--- config.mk ---
export PLATFORM = sky130hd
export DESIGN_NAME = melody_sequencer
export DESIGN_NICKNAME = d
export VERILOG_FILES = /design/src/rtl/melody_sequencer.sv
export SDC_FILE = /design/constraint.sdc
export NUM_CORES = 1
export LEC_CHECK = 0
export BUFFER_PORTS_ARGS = -buffer_cell sky130_fd_sc_hd__buf_2
export CAP_MARGIN = 20
export CORE_MARGIN = 2
export CORE_UTILIZATION = 55
export DETAILED_ROUTE_END_ITERATION = 10
export GPL_TIMING_DRIVEN = 1
export MAX_ROUTING_LAYER = met4
export PLACE_DENSITY = 0.75
export SLEW_MARGIN = 20
export SYNTH_ARGS = -nofsm -noshare
export SYNTH_HDL_FRONTEND = slang
export SYNTH_SLANG_ARGS = --single-unit
--- constraint.sdc ---
create_clock -name clk -period 3.3 [get_ports clk]
set_input_delay 0.33 -clock clk [delete_from_list [all_inputs] [get_ports clk]]
set_output_delay 0.33 -clock clk [all_outputs]
set_load 0.005 [all_outputs]
--- src/rtl/melody_sequencer.sv ---
// Debounced play/stop control stepping a fixed 16-step melody ROM.
// Drives a one-hot note enable bus for downstream tone generators.
module melody_sequencer #(
  parameter int unsigned NUM_NOTES   = 8,
  parameter int unsigned BEAT_CYCLES = 5000000,
  parameter int unsigned GAP_CYCLES  = 400000,
  parameter int unsigned DEB_CYCLES  = 200000
) (
  input  logic                 clk,
  input  logic                 rst_n,
  input  logic                 play_btn_i,
  input  logic                 loop_en_i,
  output logic [NUM_NOTES-1:0] note_en_o,
  output logic                 busy_o,
  output logic [3:0]           step_idx_o,
  output logic                 song_done_o
);

  localparam int unsigned DurMax = (2 * BEAT_CYCLES > GAP_CYCLES) ? 2 * BEAT_CYCLES : GAP_CYCLES;
  localparam int unsigned DurW   = (DurMax > 1) ? $clog2(DurMax) : 1;
  localparam int unsigned DebW   = (DEB_CYCLES > 1) ? $clog2(DEB_CYCLES) : 1;

  typedef enum logic [1:0] {StIdle, StPlay, StGap} state_e;

  state_e                 state_q;
  logic                   sync1_q, sync2_q;
  logic                   deb_level_q;
  logic [DebW-1:0]        deb_cnt_q;
  logic                   play_pulse_q;
  logic [DurW-1:0]        dur_q;
  logic [3:0]             step_q;
  logic [NUM_NOTES-1:0]   note_q;
  logic                   song_done_q;

  logic [5:0]             rom_cur, rom_nxt;
  logic [3:0]             step_nxt;
  logic [DurW-1:0]        play_last;

  // Entry = {code[3:0], beats_m1[1:0]}; codes 8..15 are rests.
  function automatic logic [5:0] rom_entry(input logic [3:0] idx);
    logic [3:0] code;
    logic [1:0] beats_m1;
    if (idx < 4'd8)       code = idx;
    else if (idx < 4'd15) code = 4'd14 - idx;
    else                  code = 4'd15;
    beats_m1 = (idx == 4'd7 || idx == 4'd15) ? 2'd1 : 2'd0;
    return {code, beats_m1};
  endfunction

  function automatic logic [NUM_NOTES-1:0] note_of(input logic [5:0] entry);
    logic [NUM_NOTES-1:0] r;
    r = '0;
    if (entry[5:2] < 4'd8 && 32'(entry[5:2]) < NUM_NOTES) begin
      r = {{(NUM_NOTES-1){1'b0}}, 1'b1} << entry[5:2];
    end
    return r;
  endfunction

  // Wraps 15 -> 0, which is exactly the loop-restart step.
  assign step_nxt  = step_q + 4'd1;
  assign rom_cur   = rom_entry(step_q);
  assign rom_nxt   = rom_entry(step_nxt);
  assign play_last = DurW'((32'(rom_cur[1:0]) + 32'd1) * BEAT_CYCLES - 32'd1);

  always_ff @(posedge clk or negedge rst_n) begin
    if (!rst_n) begin
      sync1_q      <= 1'b0;
      sync2_q      <= 1'b0;
      deb_level_q  <= 1'b0;
      deb_cnt_q    <= '0;
      play_pulse_q <= 1'b0;
    end else begin
      sync1_q      <= play_btn_i;
      sync2_q      <= sync1_q;
      play_pulse_q <= 1'b0;
      if (sync2_q != deb_level_q) begin
        if (deb_cnt_q == DebW'(DEB_CYCLES - 1)) begin
          deb_level_q  <= sync2_q;
          deb_cnt_q    <= '0;
          play_pulse_q <= sync2_q;
        end else begin
          deb_cnt_q <= deb_cnt_q + 1'b1;
        end
      end else begin
        deb_cnt_q <= '0;
      end
    end
  end

  always_ff @(posedge clk or negedge rst_n) begin
    if (!rst_n) begin
      state_q     <= StIdle;
      dur_q       <= '0;
      step_q      <= 4'd0;
      note_q      <= '0;
      song_done_q <= 1'b0;
    end else begin
      song_done_q <= 1'b0;
      case (state_q)
        StIdle: begin
          if (play_pulse_q) begin
            state_q <= StPlay;
            step_q  <= 4'd0;
            dur_q   <= '0;
            note_q  <= note_of(rom_entry(4'd0));
          end
        end
        StPlay, StGap: begin
          // A press while busy stops, and takes priority over any step change.
          if (play_pulse_q) begin
            state_q <= StIdle;
            step_q  <= 4'd0;
            dur_q   <= '0;
            note_q  <= '0;
          end else if (state_q == StPlay) begin
            if (dur_q == play_last) begin
              state_q <= StGap;
              dur_q   <= '0;
              note_q  <= '0;
            end else begin
              dur_q <= dur_q + 1'b1;
            end
          end else if (dur_q == DurW'(GAP_CYCLES - 1)) begin
            dur_q <= '0;
            if (step_q != 4'd15 || loop_en_i) begin
              state_q <= StPlay;
              step_q  <= step_nxt;
              note_q  <= note_of(rom_nxt);
            end else begin
              state_q     <= StIdle;
              step_q      <= 4'd0;
              song_done_q <= 1'b1;
            end
          end else begin
            dur_q <= dur_q + 1'b1;
          end
        end
        default: begin
          state_q <= StIdle;
          dur_q   <= '0;
          step_q  <= 4'd0;
          note_q  <= '0;
        end
      endcase
    end
  end

  assign note_en_o   = note_q;
  assign busy_o      = (state_q != StIdle);
  assign step_idx_o  = step_q;
  assign song_done_o = song_done_q;

endmodule
==> impl_metrics.csv <==
group,metric,value,unit
detailed_routing,route.met3.wl,268,microns
placed_design,hpwl,4710,microns
die,ios,18,
synth,netlist-cell-type-count,47,
detailed_routing,highest_layer,"met4",
die,chipWidth,82.2,microns
critical_path,worstPathMaxFanout,8,
critical_path,critPathRequiredTime,3520,ps
synth,ys.flop_type,"dfrtp_1",
detailed_routing,route.detailed.vias_per_inst,5.87,
critical_path,path_delay_family,"simple AND/OR/NAND/NOR gates",
synth,yosys_warnings,0,
detailed_routing,wl_met2,3220,microns
cts,cts_num_sinks,61,
timing,fin_tns_setup,0,ps
outcome,outcome,"complete, no violations",
cells_and_area,fillers,477,
critical_path,slowest_stage,"or4b_1",
critical_path,crit_cells,6,
die,initial_core_util,56.8,%
synth,ys_seq_area_share,45.4,%
timing,fmax,0.330,GHz
critical_path,path_cells,"or4b_1, or4_4, a2111oi_4, o211ai_2, nand2b_1, mux2_4",
timing,hold_violations,0,
power_and_ir_drop,leakagePower,1.73,nW
cells_and_area,fin_util,63.3,%
die,dieHeight,82.2,microns
timing,tightest_slew,920,ps
global_routing,grt_pass1_vias,2487,
global_routing,antenna_found_initial,0,
timing,rsz0062_at_grt,"false",
global_routing,grt_max_degree,44,
synth,synth-seq-cells,61,
critical_path,path_class,"reg -> reg",
placed_design,dpl.cell_count,441,
cells_and_area,syn2layout_area_growth,11.4,%
cts,cts_root_buffer,"clkbuf_8",
cells_and_area,multiInputGateArea,1740,sq um
detailed_routing,drcViolationCount,0,
timing,final_max_slew_viol_count,0,
cts,clkLatencyLatePin,340,ps
cells_and_area,nets,391,
critical_path,critPathLaunchType,"register",
detailed_routing,firstDrtPassIters,4,
placed_design,port_buffers,17,
critical_path,r2r_cells,6,
job,drv_cap,0,
detailed_routing,detail-route-antenna-nets,0,
die,placementRows,28,
detailed_routing,drt-initial-drc-count,203,
cells_and_area,seq_area,1530,sq um
cts,cts_buffers,9,
cts,cts.path.max_buffers,2,
synth,synthesis.area,3370,sq um
critical_path,cp.arrival,3250,ps
cts,clk_pin_slew_worst_paths,80,ps
hold_path,hold_class,"in -> reg",
synth,syn-num-nets,372,
hold_path,whs_path_depth,1,
synth,synthTopCellsByArea,"dfrtp_1, nor2_1, nand2_1",
cts,postCtsSetupBuffers,0,
die,coreArea,5920,sq um
global_routing,grt_usage,23.1,%
global_routing,grt_remaining_overflow,0,
synth,synth.top_cell.area_share,45.4,%
synth,synth.avg_cell_area,9.38,sq um
critical_path,cp-end-kind,"register",
detailed_routing,drt-wirelength-per-cell,14.8,microns
synth,synth-edff-count,0,
detailed_routing,finalWirelength,6780,microns
timing,fin_crit_sh,91.8,%
cts,htreeDepth,3,
placed_design,place_congestion,0.846,
synth,syn_inst,359,
cells_and_area,drive_above_1_share,13.3,%
power_and_ir_drop,peakVddDrop,0.266,mV
synth,synth-async-reset-ratio,100,%
critical_path,max_stage_delay,540,ps
timing,fin_crit,3030,ps
cts,cts_tree,"yes",
die,dieArea,6760,sq um
cells_and_area,n_antenna_cell,0,
timing,timing.final.setup_violations,0,
timing,max_slew_margin,38.4,%
synth,yosysTopAreaCell,"dfrtp_1",
cells_and_area,fin_cells,458,
timing,skew,8.28,ps
critical_path,crit_buf_inv,0,
global_routing,grt_pass1_wl,11700,microns
power_and_ir_drop,p_per_area,407,nW/um^2
detailed_routing,vias,2689,
detailed_routing,wl_met1,3220,microns
==> Yosys cell counts, types with 3 or more instances <==
cell	instances
nor2_1	41
xnor2_1	9
buf_2	3
a21oi_1	18
inv_1	13
nand2b_1	10
nor3_1	12
mux2_4	8
ha_1	9
mux2i_1	5
and3_1	7
nand2_1	37
nor3b_1	3
nand4_1	9
clkbuf_1	9
nand3_1	23
o21ai_0	15
and4b_1	3
nor4_1	5
o31ai_1	4
a31oi_1	12
xor2_1	12
dfrtp_1	61
==> worst register-to-register path, delay by kind of cell (launching register included) <==
family	cells	cell delay [ps]
compound gates	2	650
mux	1	400
simple gates	3	1430
flops	1	430
==> cell families (layout without fill, tap and decap cells) <==
family / count (synthesis) / after routing / synth area share, %
flops: 61 / 61 / 45.4
compound gates: 68 / 68 / 13.6
simple gates: 159 / 159 / 23.2
fa+ha+maj: 9 / 9 / 3.35
mux: 15 / 15 / 5.73
buf+inv: 26 / 50 / 3.23
xor+xnor: 21 / 21 / 5.46
==> what timing repair did <==
action | CTS | global route
hold endpoints to repair | 18 | 0
hold buffers | 1 | 0
resized for setup | 0 | 0
==> report_power, final <==
part           leakage (nW)  switching [mW]  internal, mW
logic                 0.815          0.0205       0.00642
registers             0.810         0.00403         0.751
clock network         0.102           0.316         0.427
total                  1.73           0.341          1.18
==> state kept, by name, indices dropped and copies added (netlist names) <==
name	cells
note_en_o	8
deb_cnt_q	18
song_done_o	1
sync2_q	1
deb_level_q	1
step_idx_o	4
state_q	2
sync1_q	1
dur_q	24
play_pulse_q	1
==> cells in the final DEF, fill, tap and decap left out, types with 3 or more instances in the layout <==
master,count
ha_1,9
nand2_1,37
nand4_1,9
xnor2_1,9
o21ai_0,15
inv_1,13
xor2_1,12
a31oi_1,12
nand2b_1,10
dfrtp_1,61
a21oi_1,18
mux2_4,8
and4b_1,3
clkinvlp_4,3
and3_1,7
nor2_1,41
mux2i_1,5
o31ai_1,4
buf_2,17
nand3_1,23
nor4_1,5
nor3b_1,3
nor3_1,12
clkbuf_8,9
buf_4,3
==> layout make-up <==
type                       count  area share [%]
timing repair buffer          21            3.14
tap                           75            2.50
inverter                      13            1.30
clock buffer                   9            3.30
multi-input combinational    272            46.4
clock inverter                 7            2.67
sequential                    61            40.7
==> per-stage QoR <==
step	hold slack [ps]	setup WS [ps]	power, mW	instance area (sq um)
6_report	86.7	272	1.53	3750
5_1_grt	78.6	130	1.58	3750
4_1_cts	80.1	269	1.54	3750
3_5_place_dp	294	308	0.798	3510
3_3_place_gp	286	364	0.797	3510
2_1_floorplan	34.4	682	0.778	3370
==> path summary, 6_finish.rpt <==
| check | slack (ps) | endpoint | start |
|---|---|---|---|
| worst min register to register | 360 | sync2_q | sync1_q |
| min in group asynchronous | 450 | deb_cnt_q[4] | rst_n |
| worst max-delay path | 270 | note_en_o[3] | dur_q[16] |
| worst max register to register | 270 | note_en_o[3] | dur_q[16] |
| max in group asynchronous | 1950 | dur_q[18] | rst_n |
| worst min-delay path | 90 | sync1_q | play_btn_i |
==> per-layer routing <==
metal	global-route usage (%)	up-vias
met3	5.00	8
li1	-	1323
met4	7.00	0
met2	35.8	50
met1	30.3	1308
met5	-	-
Note: power is estimated with default switching activity, not from simulation.
